File: config.mk
export PLATFORM = sky130hd
export DESIGN_NAME = mem_arbiter_flat
export DESIGN_NICKNAME = d
export VERILOG_FILES = /design/src/rtl/mem_arbiter_pkg.sv /design/src/rtl/mem_arbiter_if.sv /design/src/rtl/mem_arbiter_rr_arbiter2.sv /design/src/rtl/mem_arbiter.sv /design/src/flat_wrapper.sv
export SDC_FILE = /design/constraint.sdc
export NUM_CORES = 1
export LEC_CHECK = 0
export CAP_MARGIN = 20
export CORE_MARGIN = 1
export CORE_UTILIZATION = 40
export CTS_CLUSTER_SIZE = 16
export DETAILED_ROUTE_END_ITERATION = 6
export GPL_TIMING_DRIVEN = 0
export MAX_ROUTING_LAYER = met4
export PLACE_DENSITY = 0.81
export SKIP_LAST_GASP = 1
export SLEW_MARGIN = 30
export SYNTH_ARGS = -nofsm -noshare
export SYNTH_HDL_FRONTEND = slang
export SYNTH_HIERARCHICAL = 1
export SYNTH_SLANG_ARGS = --single-unit
File: constraint.sdc
create_clock -name clk -period 4.93 [get_ports clk]
set_input_delay 0.7395 -clock clk [delete_from_list [all_inputs] [get_ports clk]]
set_output_delay 0.7395 -clock clk [all_outputs]
set_load 0.005 [all_outputs]
File: src/rtl/mem_arbiter_pkg.sv
//==============================================================================
// Module   : mem_arbiter_pkg
// Purpose  : Shared types and constants for the unified-memory arbiter:
//            FSM state encoding, owner encoding and a small owner helper.
// Revision : 1.0 - initial release
//==============================================================================
`default_nettype none

package mem_arbiter_pkg;

   localparam int MA_STATE_WIDTH = 3;
   localparam int MA_CNT_W       = 3;

   typedef enum logic [MA_STATE_WIDTH-1:0] {
      MA_STATE_IDLE  = 3'd0,
      MA_STATE_ISSUE = 3'd1,
      MA_STATE_WAIT  = 3'd2,
      MA_STATE_CAPT  = 3'd3,
      MA_STATE_DONE  = 3'd4
   } ma_state_t;

   localparam logic MA_OWNER_CPU = 1'b0;
   localparam logic MA_OWNER_DBG = 1'b1;

   // The port that did not hold the previous grant
   function automatic logic ma_other(input logic owner);
      return (owner == MA_OWNER_CPU) ? MA_OWNER_DBG : MA_OWNER_CPU;
   endfunction

endpackage

`default_nettype wire

File: src/rtl/mem_arbiter_if.sv
//==============================================================================
// Module   : mem_arbiter_if
// Purpose  : Bundles the CPU port, debug port and memory-side bus of the
//            unified-memory arbiter. slave = arbiter view, master = system view.
// Revision : 1.0 - initial release
//==============================================================================
`default_nettype none

interface mem_arbiter_if #(
   parameter int ADDR_W = 32,
   parameter int DATA_W = 32
);
   // CPU controller port
   logic              cpu_req_i;
   logic              cpu_we_i;
   logic [ADDR_W-1:0] cpu_addr_i;
   logic [DATA_W-1:0] cpu_wdata_i;
   logic [DATA_W-1:0] cpu_rdata_o;
   logic              cpu_done_o;
   logic              cpu_stall_o;
   // Debug / program-loader port
   logic              dbg_req_i;
   logic              dbg_we_i;
   logic [ADDR_W-1:0] dbg_addr_i;
   logic [DATA_W-1:0] dbg_wdata_i;
   logic [DATA_W-1:0] dbg_rdata_o;
   logic              dbg_done_o;
   // Memory side
   logic              mem_en_o;
   logic              mem_we_o;
   logic [ADDR_W-1:0] mem_addr_o;
   logic [DATA_W-1:0] mem_wdata_o;
   logic [DATA_W-1:0] mem_rdata_i;

   modport slave (
      input  cpu_req_i, cpu_we_i, cpu_addr_i, cpu_wdata_i,
      input  dbg_req_i, dbg_we_i, dbg_addr_i, dbg_wdata_i,
      input  mem_rdata_i,
      output cpu_rdata_o, cpu_done_o, cpu_stall_o,
      output dbg_rdata_o, dbg_done_o,
      output mem_en_o, mem_we_o, mem_addr_o, mem_wdata_o
   );

   modport master (
      output cpu_req_i, cpu_we_i, cpu_addr_i, cpu_wdata_i,
      output dbg_req_i, dbg_we_i, dbg_addr_i, dbg_wdata_i,
      output mem_rdata_i,
      input  cpu_rdata_o, cpu_done_o, cpu_stall_o,
      input  dbg_rdata_o, dbg_done_o,
      input  mem_en_o, mem_we_o, mem_addr_o, mem_wdata_o
   );

endinterface

`default_nettype wire

File: src/rtl/mem_arbiter_rr_arbiter2.sv
//==============================================================================
// Module   : rr_arbiter2
// Purpose  : Two-request round-robin pick. i_req[0]=CPU, i_req[1]=DBG.
//            A tie goes to the port that did not win last. When i_lock is
//            set and the last owner was DBG, the CPU is never picked.
// Revision : 1.0 - initial release
//==============================================================================
`default_nettype none

module rr_arbiter2
   import mem_arbiter_pkg::*;
(
   input  wire logic [1:0] i_req,
   input  wire logic       i_last,
   input  wire logic       i_lock,
   output logic            o_valid,
   output logic            o_grant
);

   // Combinational grant selection
   always_comb begin
      o_valid = 1'b0;
      o_grant = MA_OWNER_CPU;
      if (i_lock && (i_last == MA_OWNER_DBG)) begin
         // Debug burst in progress: only debug may be served
         o_valid = i_req[1];
         o_grant = MA_OWNER_DBG;
      end else if (i_req[0] && i_req[1]) begin
         o_valid = 1'b1;
         o_grant = ma_other(i_last);
      end else if (i_req[0]) begin
         o_valid = 1'b1;
         o_grant = MA_OWNER_CPU;
      end else if (i_req[1]) begin
         o_valid = 1'b1;
         o_grant = MA_OWNER_DBG;
      end
   end

endmodule

`default_nettype wire

File: src/rtl/mem_arbiter.sv
//==============================================================================
// Module   : mem_arbiter
// Purpose  : Serialises CPU-controller and debug-port accesses to the single
//            unified memory, one transaction at a time. A granted request is
//            registered, issued for one cycle, its read data captured MEM_LAT
//            cycles later and a one-cycle done pulse returned to the owner.
// Options  : MEM_ARB_LOCK_EN - adds dbg_lock_i, which keeps the memory with
//            the debug port for back-to-back bursts.
// Revision : 1.0 - initial release
//==============================================================================
`default_nettype none

module mem_arbiter
   import mem_arbiter_pkg::*;
#(
   parameter int ADDR_W  = 32,
   parameter int DATA_W  = 32,
   parameter int MEM_LAT = 1
)(
   input  wire logic    clk,
   input  wire logic    rst_n,
   mem_arbiter_if.slave bus,
`ifdef MEM_ARB_LOCK_EN
   input  wire logic    dbg_lock_i,
`endif
   output logic         busy_o,
   output logic         owner_o
);

   if ((MEM_LAT < 1) || (MEM_LAT > 4)) begin : g_bad_mem_lat
      $error("mem_arbiter: MEM_LAT must be in 1..4");
   end

   // Last WAIT-cycle count; the counter is loaded with 1 on leaving ISSUE
   localparam logic [MA_CNT_W-1:0] c_last_wait = MA_CNT_W'(MEM_LAT - 1);

   ma_state_t           r_state;
   ma_state_t           w_next;
   logic [MA_CNT_W-1:0] r_cnt;
   logic                r_owner;
   logic                r_last;
   logic                r_we;
   logic [ADDR_W-1:0]   r_addr;
   logic [DATA_W-1:0]   r_wdata;
   logic [DATA_W-1:0]   r_cpu_rdata;
   logic [DATA_W-1:0]   r_dbg_rdata;
   logic                w_gnt_valid;
   logic                w_gnt;
   logic                w_lock;
   logic                w_done;
   logic                w_cpu_done;

`ifdef MEM_ARB_LOCK_EN
   assign w_lock = dbg_lock_i;
`else
   assign w_lock = 1'b0;
`endif

   rr_arbiter2 u_rr (
      .i_req   ({bus.dbg_req_i, bus.cpu_req_i}),
      .i_last  (r_last),
      .i_lock  (w_lock),
      .o_valid (w_gnt_valid),
      .o_grant (w_gnt)
   );

   // State register; reset aborts any transaction in flight
   always_ff @(posedge clk or negedge rst_n) begin
      if (!rst_n) r_state <= MA_STATE_IDLE;
      else        r_state <= w_next;
   end

   // Next-state logic
   always_comb begin
      w_next = r_state;
      unique case (r_state)
         MA_STATE_IDLE:  if (w_gnt_valid) w_next = MA_STATE_ISSUE;
         MA_STATE_ISSUE: w_next = (MEM_LAT > 1) ? MA_STATE_WAIT : MA_STATE_CAPT;
         MA_STATE_WAIT:  if (r_cnt == c_last_wait) w_next = MA_STATE_CAPT;
         MA_STATE_CAPT:  w_next = MA_STATE_DONE;
         MA_STATE_DONE:  w_next = MA_STATE_IDLE;
         default:        w_next = MA_STATE_IDLE;
      endcase
   end

   // Grant latch, latency counter, read-data capture and round-robin history
   always_ff @(posedge clk or negedge rst_n) begin
      if (!rst_n) begin
         r_cnt       <= '0;
         r_owner     <= MA_OWNER_CPU;
         r_last      <= MA_OWNER_DBG;   // CPU wins the first tie
         r_we        <= 1'b0;
         r_addr      <= '0;
         r_wdata     <= '0;
         r_cpu_rdata <= '0;
         r_dbg_rdata <= '0;
      end else begin
         unique case (r_state)
            MA_STATE_IDLE: begin
               if (w_gnt_valid) begin
                  r_owner <= w_gnt;
                  r_we    <= (w_gnt == MA_OWNER_DBG) ? bus.dbg_we_i    : bus.cpu_we_i;
                  r_addr  <= (w_gnt == MA_OWNER_DBG) ? bus.dbg_addr_i  : bus.cpu_addr_i;
                  r_wdata <= (w_gnt == MA_OWNER_DBG) ? bus.dbg_wdata_i : bus.cpu_wdata_i;
               end
            end
            MA_STATE_ISSUE: r_cnt <= MA_CNT_W'(1);
            MA_STATE_WAIT:  if (r_cnt != c_last_wait) r_cnt <= r_cnt + 1'b1;
            MA_STATE_CAPT: begin
               if (!r_we) begin
                  if (r_owner == MA_OWNER_DBG) r_dbg_rdata <= bus.mem_rdata_i;
                  else                         r_cpu_rdata <= bus.mem_rdata_i;
               end
            end
            MA_STATE_DONE:  r_last <= r_owner;
            default: ;
         endcase
      end
   end

   assign w_done     = (r_state == MA_STATE_DONE);
   assign w_cpu_done = w_done && (r_owner == MA_OWNER_CPU);

   assign bus.mem_en_o    = (r_state == MA_STATE_ISSUE);
   assign bus.mem_we_o    = (r_state == MA_STATE_ISSUE) && r_we;
   assign bus.mem_addr_o  = r_addr;
   assign bus.mem_wdata_o = r_wdata;

   assign bus.cpu_rdata_o = r_cpu_rdata;
   assign bus.cpu_done_o  = w_cpu_done;
   // Gated by rst_n so every output reads 0 while reset is held
   assign bus.cpu_stall_o = rst_n && bus.cpu_req_i && !w_cpu_done;
   assign bus.dbg_rdata_o = r_dbg_rdata;
   assign bus.dbg_done_o  = w_done && (r_owner == MA_OWNER_DBG);

   assign busy_o  = (r_state != MA_STATE_IDLE);
   assign owner_o = r_owner;

endmodule

`default_nettype wire

File: src/flat_wrapper.sv
// flat-port wrapper written by rule: the top's interface ports become plain ports
module mem_arbiter_flat import mem_arbiter_pkg::*;
#(
   parameter int ADDR_W  = 32,
   parameter int DATA_W  = 32,
   parameter int MEM_LAT = 1
)
  (clk, rst_n, busy_o, owner_o, bus_cpu_req_i, bus_cpu_we_i, bus_cpu_addr_i, bus_cpu_wdata_i, bus_dbg_req_i, bus_dbg_we_i, bus_dbg_addr_i, bus_dbg_wdata_i, bus_mem_rdata_i, bus_cpu_rdata_o, bus_cpu_done_o, bus_cpu_stall_o, bus_dbg_rdata_o, bus_dbg_done_o, bus_mem_en_o, bus_mem_we_o, bus_mem_addr_o, bus_mem_wdata_o);
  mem_arbiter_if #(.ADDR_W(ADDR_W), .DATA_W(DATA_W)) bus_i ();
  input  wire logic clk;
  input  wire logic rst_n;
  output logic busy_o;
  output logic owner_o;
  input wire logic [$bits(bus_i.cpu_req_i)-1:0] bus_cpu_req_i;
  input wire logic [$bits(bus_i.cpu_we_i)-1:0] bus_cpu_we_i;
  input wire logic [$bits(bus_i.cpu_addr_i)-1:0] bus_cpu_addr_i;
  input wire logic [$bits(bus_i.cpu_wdata_i)-1:0] bus_cpu_wdata_i;
  input wire logic [$bits(bus_i.dbg_req_i)-1:0] bus_dbg_req_i;
  input wire logic [$bits(bus_i.dbg_we_i)-1:0] bus_dbg_we_i;
  input wire logic [$bits(bus_i.dbg_addr_i)-1:0] bus_dbg_addr_i;
  input wire logic [$bits(bus_i.dbg_wdata_i)-1:0] bus_dbg_wdata_i;
  input wire logic [$bits(bus_i.mem_rdata_i)-1:0] bus_mem_rdata_i;
  output wire logic [$bits(bus_i.cpu_rdata_o)-1:0] bus_cpu_rdata_o;
  output wire logic [$bits(bus_i.cpu_done_o)-1:0] bus_cpu_done_o;
  output wire logic [$bits(bus_i.cpu_stall_o)-1:0] bus_cpu_stall_o;
  output wire logic [$bits(bus_i.dbg_rdata_o)-1:0] bus_dbg_rdata_o;
  output wire logic [$bits(bus_i.dbg_done_o)-1:0] bus_dbg_done_o;
  output wire logic [$bits(bus_i.mem_en_o)-1:0] bus_mem_en_o;
  output wire logic [$bits(bus_i.mem_we_o)-1:0] bus_mem_we_o;
  output wire logic [$bits(bus_i.mem_addr_o)-1:0] bus_mem_addr_o;
  output wire logic [$bits(bus_i.mem_wdata_o)-1:0] bus_mem_wdata_o;
  assign bus_i.cpu_req_i = bus_cpu_req_i;
  assign bus_i.cpu_we_i = bus_cpu_we_i;
  assign bus_i.cpu_addr_i = bus_cpu_addr_i;
  assign bus_i.cpu_wdata_i = bus_cpu_wdata_i;
  assign bus_i.dbg_req_i = bus_dbg_req_i;
  assign bus_i.dbg_we_i = bus_dbg_we_i;
  assign bus_i.dbg_addr_i = bus_dbg_addr_i;
  assign bus_i.dbg_wdata_i = bus_dbg_wdata_i;
  assign bus_i.mem_rdata_i = bus_mem_rdata_i;
  assign bus_cpu_rdata_o = bus_i.cpu_rdata_o;
  assign bus_cpu_done_o = bus_i.cpu_done_o;
  assign bus_cpu_stall_o = bus_i.cpu_stall_o;
  assign bus_dbg_rdata_o = bus_i.dbg_rdata_o;
  assign bus_dbg_done_o = bus_i.dbg_done_o;
  assign bus_mem_en_o = bus_i.mem_en_o;
  assign bus_mem_we_o = bus_i.mem_we_o;
  assign bus_mem_addr_o = bus_i.mem_addr_o;
  assign bus_mem_wdata_o = bus_i.mem_wdata_o;
  mem_arbiter #(.ADDR_W(ADDR_W), .DATA_W(DATA_W), .MEM_LAT(MEM_LAT)) u_core (.clk(clk), .rst_n(rst_n), .bus(bus_i), .busy_o(busy_o), .owner_o(owner_o));
endmodule
==> impl_summary.md, run 1 <==
Critical path
The worst register-to-register path ends at u_core/bus.mem_addr_o[16]. The data arrival time of the critical path is 2030 ps. The worst path required time is 4190 ps. STA classifies the critical path startpoint as a register. The category of the worst setup path capture point is an output port.

The worst register-to-register path begins at u_core/r_last. In this run the worst path has a maximum fanout of 10. The path depth of the worst reg2reg path is 6. In this run the register-to-register setup slack is 2890 ps. The critical path is of the reg -> out type.

Yosys
Each instance of the synthesized netlist takes up on average 12.42 um^2. After synthesis, the cell types taking the most area are dfrtp_1, mux2_2, mux2i_1. The gate count after technology mapping is 472. The number of flip-flops and latches in the synthesized netlist is 137. The cell area that synthesis handed to floorplanning was 5863 um^2.

The primary flip-flop cell chosen by synthesis mapping is dfrtp_1. In this run the biggest area consumer among cell types represents 58.05% of the synthesized area. The async set or reset register ratio after synthesis is 100.0%.

The most common cell in the synthesized netlist is dfrtp_1. After synthesis, the most frequently instantiated cells are dfrtp_1, nor2_1, a21oi_1, mux2i_1, mux2_2. For this run, the number of Yosys warnings is 6. The proportion of synthesized chip area in sequential cells is 58.49%. The number of different library cells used by synthesis comes to 36.

Of all cell types, the one taking the most synthesized area is dfrtp_1. In this run, synthesis inferred 0 flip-flops with an integrated enable.

Timing
The final number of max-transition violations is 0. Setup repair after global routing left no endpoint under its margin. The hold violation count in the final report is 0. Static timing analysis puts the maximum clock frequency at 361.5 MHz. Headroom to the max-slew limit came out at 42.28%. The number of failing setup endpoints in the final timing report is 0. For the pin with the worst max-slew slack, the measured transition is 865.9 ps. The minimum clock period after layout is 2766 ps. The final setup skew is 5.481 ps. The final setup slack of the worst path is 2164 ps. Dividing the final minimum period by the clock period gives 56.11%.

Run
Max-cap violations in this run came to 0.

Clock network
TritonCTS built the clock tree. Clock-pin slew was measured on the worst setup and hold paths at 60 ps. In this run, post-CTS repair resized a total of 0 instances. The H-tree depth reported by CTS is 4. For the worst-skew pair, the clock arrives at the later sink with an insertion delay of 410 ps.

The maximum clock path buffer count is 2. The number of buffers created by CTS is 17. In this run the post-CTS setup repair buffer count came out at 0. The CTS sink count is 137.

The total of hold buffers inserted after clock tree synthesis is 0. The tree is rooted in a clkbuf_16.

Global routing
The first global-routing pass estimated 26120 um of wire. The number of antenna violations at the first check in global routing was 0. After global routing, the most crowded layer is met2. Global routing used 26.09% of the available met1 tracks. The aggregate global routing overflow is 0. The via count of the first global-routing pass is 5140. The aggregate global-route resource usage is 23.91%.

Global routing used 6.227% of the available met3 tracks. The global-route track usage on met2 is 41.61%. Entering global routing, the biggest net connects 81 pins.

Floorplan
The boundary pin count is 301. After floorplanning, the core was divided into 43 placement rows. The width of the die is 123.1 um. The floorplan step defined a core boundary enclosing 14100 um^2.

The area of the die is 15150 um^2. The overall die height is 123.1 um. The initial utilization of the core area, before any placement, comes to 41.59%.

Drt
Dividing the detail-routed via count by the number of cells gives 4.998. The routed layout has 4928 vias. The wire length per cell after detailed routing is 17.53 um. The remaining design rule violation count is 0. The first detailed-routing pass ran for 4 iterations.

The count of nets left with antenna violations once routing finished came out at 0. In this run, the number of DRC markers left after iteration 0 of detailed routing was 230. The final wirelength is 17290 um.

Power and ir drop
The post-layout total power is 5846 uW. The leakage power summed over all cells is 0.004174 uW. VDD sags by at most 258.4 uV. The power density of the placed cells is 604.9 nW/um^2.

Run status
The flow ran to the end, and the final reports show no timing, DRC or antenna violations.

Finish
The layout net count is 961. The number of non-filler instances in the completed layout is 986. 0 antenna diodes ended up in the layout. Fill cells in the final layout number 1004. With fillers left out, the area of the finished cells amounts to 9664 um^2. In the final layout, the multi-input gates occupy 2251 um^2. The sequential cell area in the final layout is 3430 um^2. Relative to the synthesized area, the layout overhead comes to 64.83%.

In the final layout, the share of cells above drive strength 1 is 14.76%.

Worst hold path
The worst hold path belongs to the class in -> async.

Placement
The detailed placer's ending HPWL is 13410 um. The post-place setup slack is 2031 ps. At the end of routability-driven placement, the weighted congestion stood at 0.7983. The number of placed cells counting well taps is 954.

In this run the tool buffered the top-level ports with 300 buffer cells. The post-placement cell area is 9128 um^2.
metal layers:
layer  vias to the layer above  share of wire [%]  wire [um]
met5                         -                  0          0
met4                         0                1.8        316
met3                        20                7.5       1303
met2                       214                 52       9048
met1                      2407                 38       6618
li1                       2287                  -          -
worst max-delay path: stages, from the launching register on:
cell	delay (ps)
dfrtp_1	350
buf_2	180
nand2b_1	220
nor2_1	180
and2_1	150
clkdlybuf4s50_1	530
through the flow:
step	utilization [%]	hold slack, ps	TNS (ps)
2_1_floorplan	-	443.9	0
3_3_place_gp	64.52	465.3	-277120
3_5_place_dp	64.75	480.5	0
4_1_cts	68.56	320.5	0
5_1_grt	68.56	347.2	0
6_report	68.56	287.4	0
layout make-up:
type | instances | area share, %
sequential | 137 | 35.49
buffer | 31 | 1.813
tap | 180 | 2.330
inverter | 3 | 0.1165
clock buffer | 24 | 5.088
clock inverter | 8 | 0.4661
multi-input combinational | 302 | 23.29
timing repair buffer | 301 | 31.41
cell families (layout without fill, tap and decap cells):
kind of cell	Yosys count	after routing	share of synthesized area, %
muxes	130	130	23.58
xor gates and xnor gates	1	1	0.1494
buffers and inverters	34	367	3.180
and+or+nand+nor	88	88	6.850
adders and majority gates	2	2	0.4267
other	1	2	0.06396
DFF	137	137	58.49
AOI/OAI and AO/OA	79	79	7.256
where the power goes:
part | switching, uW | internal [uW] | total, uW | leakage, uW
clock network | 447 | 690 | 1140 | 0.000266
logic | 1080 | 1610 | 2690 | 0.00233
registers | 323 | 1690 | 2010 | 0.00158
total | 1850 | 3990 | 5850 | 0.00417
how the worst max path moves through the flow:
stage | startpoint | endpoint | slack [ps] | cells past startpoint
2_1_floorplan | bus_cpu_req_i | u_core/bus.mem_addr_o[18] | 3040 | 7
3_3_place_gp | rst_n | bus_cpu_stall_o | -2360 | 3
3_5_place_dp | bus_cpu_req_i | u_core/bus.mem_addr_o[16] | 2030 | 7
5_1_grt | u_core/r_state[2] | bus_mem_we_o | 2000 | 5
4_1_cts | u_core/r_state[2] | bus_mem_we_o | 2120 | 5
6_report | u_core/r_state[2] | bus_mem_we_o | 2160 | 5
sequential cells by signal, indices dropped and copies added, names as in the netlist:
signal                  cells
u_core/r_last               1
u_core/bus.mem_wdata_o     32
u_core/owner_o              1
u_core/bus.cpu_rdata_o     32
u_core/r_we                 1
u_core/bus.dbg_rdata_o     32
u_core/r_state              3
u_core/bus.mem_addr_o      32
u_core/r_cnt                3
cell usage in the layout (no fill, tap or decap), drive strengths merged, types with 2 or more instances in the layout:
| master | instances |
|---|---|
| conb | 2 |
| mux2i | 65 |
| clkinvlp | 2 |
| and3 | 2 |
| clkbuf | 31 |
| ha | 2 |
| clkinv | 6 |
| nor2 | 71 |
| nand2 | 5 |
| a21oi | 67 |
| buf | 26 |
| nand2b | 2 |
| o21ai | 3 |
| mux2 | 65 |
| inv | 3 |
| a21o | 2 |
| dfrtp | 136 |
| clkdlybuf4s50 | 299 |
No activity file was read; power rests on OpenSTA's default activity.
==> run 2: changes to the inputs <==
- CORE_UTILIZATION: 40 -> 36
- PLACE_DENSITY: 0.81 -> 0.77
- clock period: 4.93 -> 2.3 ns (I/O delays scaled with it)
==> run 2 against run 1 <==
Net effect: the run now ends with hold timing left; worst setup slack lost 2200 ps; sequential power grew 110%; core utilization fell by 6.3 points; register-to-register slack got worse by 2900 ps; clock power rose to 2.6 times the previous value; global-route usage down 1.7 points; total power increased by 120%.
==> impl_summary.md, run 2 (synthesized netlist as in run 1, its figures left out) <==
Critical path
The count of buffering cells on the critical path with inverters included is 4 (+2). The nature of the critical path startpoint is an input pin. The reg-to-reg setup timing slack is 40 ps (-2850 ps).

The startpoint-to-endpoint class of the critical path is in -> reg. The highest fanout seen on the critical path is 10 (unchanged). The slowest stage of the critical path belongs to the cell mux2i_1. The largest stage delay on the critical path is 480 ps (-50 ps). Broken down by cell family, the worst path's largest delay share belongs to buffers and inverters.

The end of the worst register-to-register path is u_core/bus.mem_addr_o[21]. The data arrival time of the critical path came to 2570 ps (+540 ps). The signal on the critical path passes through clkdlybuf4s50_1, nand2_1, a22o_1, clkbuf_1, buf_2, clkbuf_4, mux2i_1, a21oi_1. The endpoint of the worst setup timing path is u_core/bus.mem_addr_o[21]. The category of the worst setup path capture point is a register.

The path depth of the worst reg2reg path is 7 (+1). The total stage count of the critical path was 8 (+3). The critical path launch point is bus_cpu_req_i. In this run the critical register-to-register path is launched from u_core/r_last.

The worst path required time is 2570 ps (-1620 ps).

Timing
The sum of negative setup slack is 0 ps (unchanged). The hold violation count in the final report is 74 (+74). Setup repair after global routing could not meet its margin everywhere. The relative slew slack is 52.27% (+10 points). The final setup slack of the worst path is 9.484 ps (-2154 ps). Static timing analysis puts the maximum clock frequency at 436.6 MHz. The final setup skew is 6.971 ps (+1.490 ps). The final number of max-transition violations came to 0 (unchanged). The worst hold margin is -74.24 ps (-361.6 ps). The portion of the clock cycle consumed by the worst path in the final layout is 99.59%. The minimum clock period after layout is 2291 ps. The number of failing setup endpoints in the final timing report is 0 (unchanged). The transition at the pin with the smallest max-transition slack is 715.9 ps (-150.0 ps).

Clock network
The TritonCTS clock tree is built. The total of hold buffers inserted after clock tree synthesis came to 2 (+2). The H-tree depth reported by CTS came to 4 (unchanged).

The CTS sink count is 137 (unchanged). The maximum clock path buffer count is 2 (unchanged). The CTS clock-pin slew for the worst setup and hold paths is 60 ps (about the same).

The worst-skew pair later-pin latency came to 410 ps (about the same). Clock tree synthesis selected as its root buffer the cell clkbuf_16. The number of buffers created by CTS is 17 (unchanged).

Finish
The multi-input gate area in the final layout was 2266 um^2 (+0.67%). The most frequent standard cell in the layout excluding fill and tap cells is clkdlybuf4s50_1. The area growth from synthesis to layout is 68.61%. The final instance area is 9886 um^2 (+2.3%).

In the layout the commonest cells are clkdlybuf4s50_1, dfrtp_1, nor2_1. The final core utilization is 62.23% (-6.3 points). The total inserted antenna cells is 0 (unchanged). The sequential cell area in the final layout is 3430 um^2 (unchanged).

The proportion of layout cells with a drive suffix above 1 came to 15.61% (+0.85 points). The number of filler instances in the final layout is 1232 (+23%). The layout net count is 963 (+0.21%).

Drt
The total via count in the routed design came to 4932 (+0.081%). The wire length per cell after detailed routing came to 17.65 um (+0.68%). The iteration count of the initial detailed-routing pass came to 4 (unchanged). The final wirelength is 18060 um (+4.5%). The initial detailed-routing violation count was 197 (-14%). The remaining antenna violation count is 0 (unchanged). The via count normalized by instance count came to 4.821 (-3.5%).

The remaining design rule violation count is 0 (unchanged).

Global routing
The number of antenna violations at the first check in global routing was 0 (unchanged). The via count of the first global-routing pass was 5085 (-1.1%). The aggregate global-route resource usage was 22.21% (-1.7 points). The maximum number of pins on one net before global-route repair is 77 (-4.9%). The first-pass GRT wire length was 27120 um (+3.8%). The aggregate global routing overflow is 0 (unchanged).

Power and ir drop
The leakage power summed over all cells is 0.004255 uW (+1.9%). The power density of the placed cells came to 1324 nW/um^2 (+120%). The peak supply drop is 577.9 uV (+120%).

Placement
The post-place setup slack is -426.8 ps (-2457 ps). The detailed placer's ending HPWL is 13680 um (+2.0%). The routability congestion estimate is 0.7777 (-2.6%).

The post-placement cell area is 9173 um^2 (+0.49%). The number of buffers added on ports is 300 (unchanged).

Run status
The final reports fail on hold timing. The run finished, with violations left.

Floorplan
The boundary pin count came to 301 (unchanged). The overall die height is 129.6 um (+5.3%). The width of the die is 129.6 um (+5.3%). The total number of placement rows is 46 (+7.0%). The area of the die is 16800 um^2 (+11%).

The standard cell core area was 15890 um^2 (+13%). The effective utilization at floorplan came to 36.91% (-4.7 points).

Worst hold path
The worst hold path belongs to the class in -> async.

Run
The number of max-cap violations came to 0 (unchanged).
run 2: cell count changes in the layout (fill, tap and decap cells not counted), moves of 2 or more:
| cell | previous run | this run |
|---|---|---|
| clkinv_2 | 6 | 1 |
| bufinv_16 | 0 | 4 |
| buf_16 | 1 | 3 |
| buf_2 | 17 | 15 |
| clkbuf_1 | 10 | 8 |
| inv_6 | 0 | 2 |
| nor2_1 | 71 | 69 |
run 2: metrics by stage:
stage,std cells,power (uW),hold slack [ps]
finish,1023,13090,-74.24
global route,1023,13870,-48.39
CTS,1023,13160,-55.02
detailed placement,990,10170,323.9
global placement,989,9944,468.4
floorplan,473,6660,49.41
run 2: worst reg2reg max path, cell delays in order, from the launching register on:
cell      delay, ps
dfstp_2         380
nand2_1          70
a22o_1          140
clkbuf_1        170
buf_2           340
clkbuf_4        410
mux2i_1         490
a21oi_1         140
run 2: metal layers:
layer  vias up  track usage, %  wire length, um
met3        17           5.450             1298
met5         -               -                0
met2       233           38.06             9199
li1       2288               -                -
met4         0           6.772              204
met1      2394           25.62             7353
run 2: worst min path at each step:
stage	start	to	slack, ps	cells after the start
3_5_place_dp	rst_n	u_core/bus.dbg_rdata_o[13]	320	1
4_1_cts	rst_n	u_core/bus.cpu_rdata_o[19]	-60	2
3_3_place_gp	u_core/bus.cpu_rdata_o[29]	u_core/bus.cpu_rdata_o[29]	470	1
6_report	rst_n	u_core/bus.cpu_rdata_o[19]	-70	2
2_1_floorplan	rst_n	u_core/bus.cpu_rdata_o[0]	50	0
5_1_grt	rst_n	u_core/bus.cpu_rdata_o[19]	-50	2
run 2: power breakdown:
part           internal [uW]  total, uW  switching, uW
Sequential              3620       4300            679
Clock                   1900       2930           1020
Combinational           3490       5860           2380
run 2: what timing repair did:
| action | CTS | global route |
|---|---|---|
| setup endpoints to repair | 1 | 9 |
| gates resized for setup | 0 | 9 |
| hold endpoints to repair | 62 | 71 |
| buffers inserted | 0 | 0 |
run 2: area by class of cell:
class | instances | area share (%)
clock buffer | 21 | 4.759
inverter | 3 | 0.1139
multi-input combinational | 302 | 22.92
clock inverter | 10 | 1.671
buffer | 31 | 1.823
sequential | 137 | 34.69
timing repair buffer | 303 | 31.29
tap | 216 | 2.734
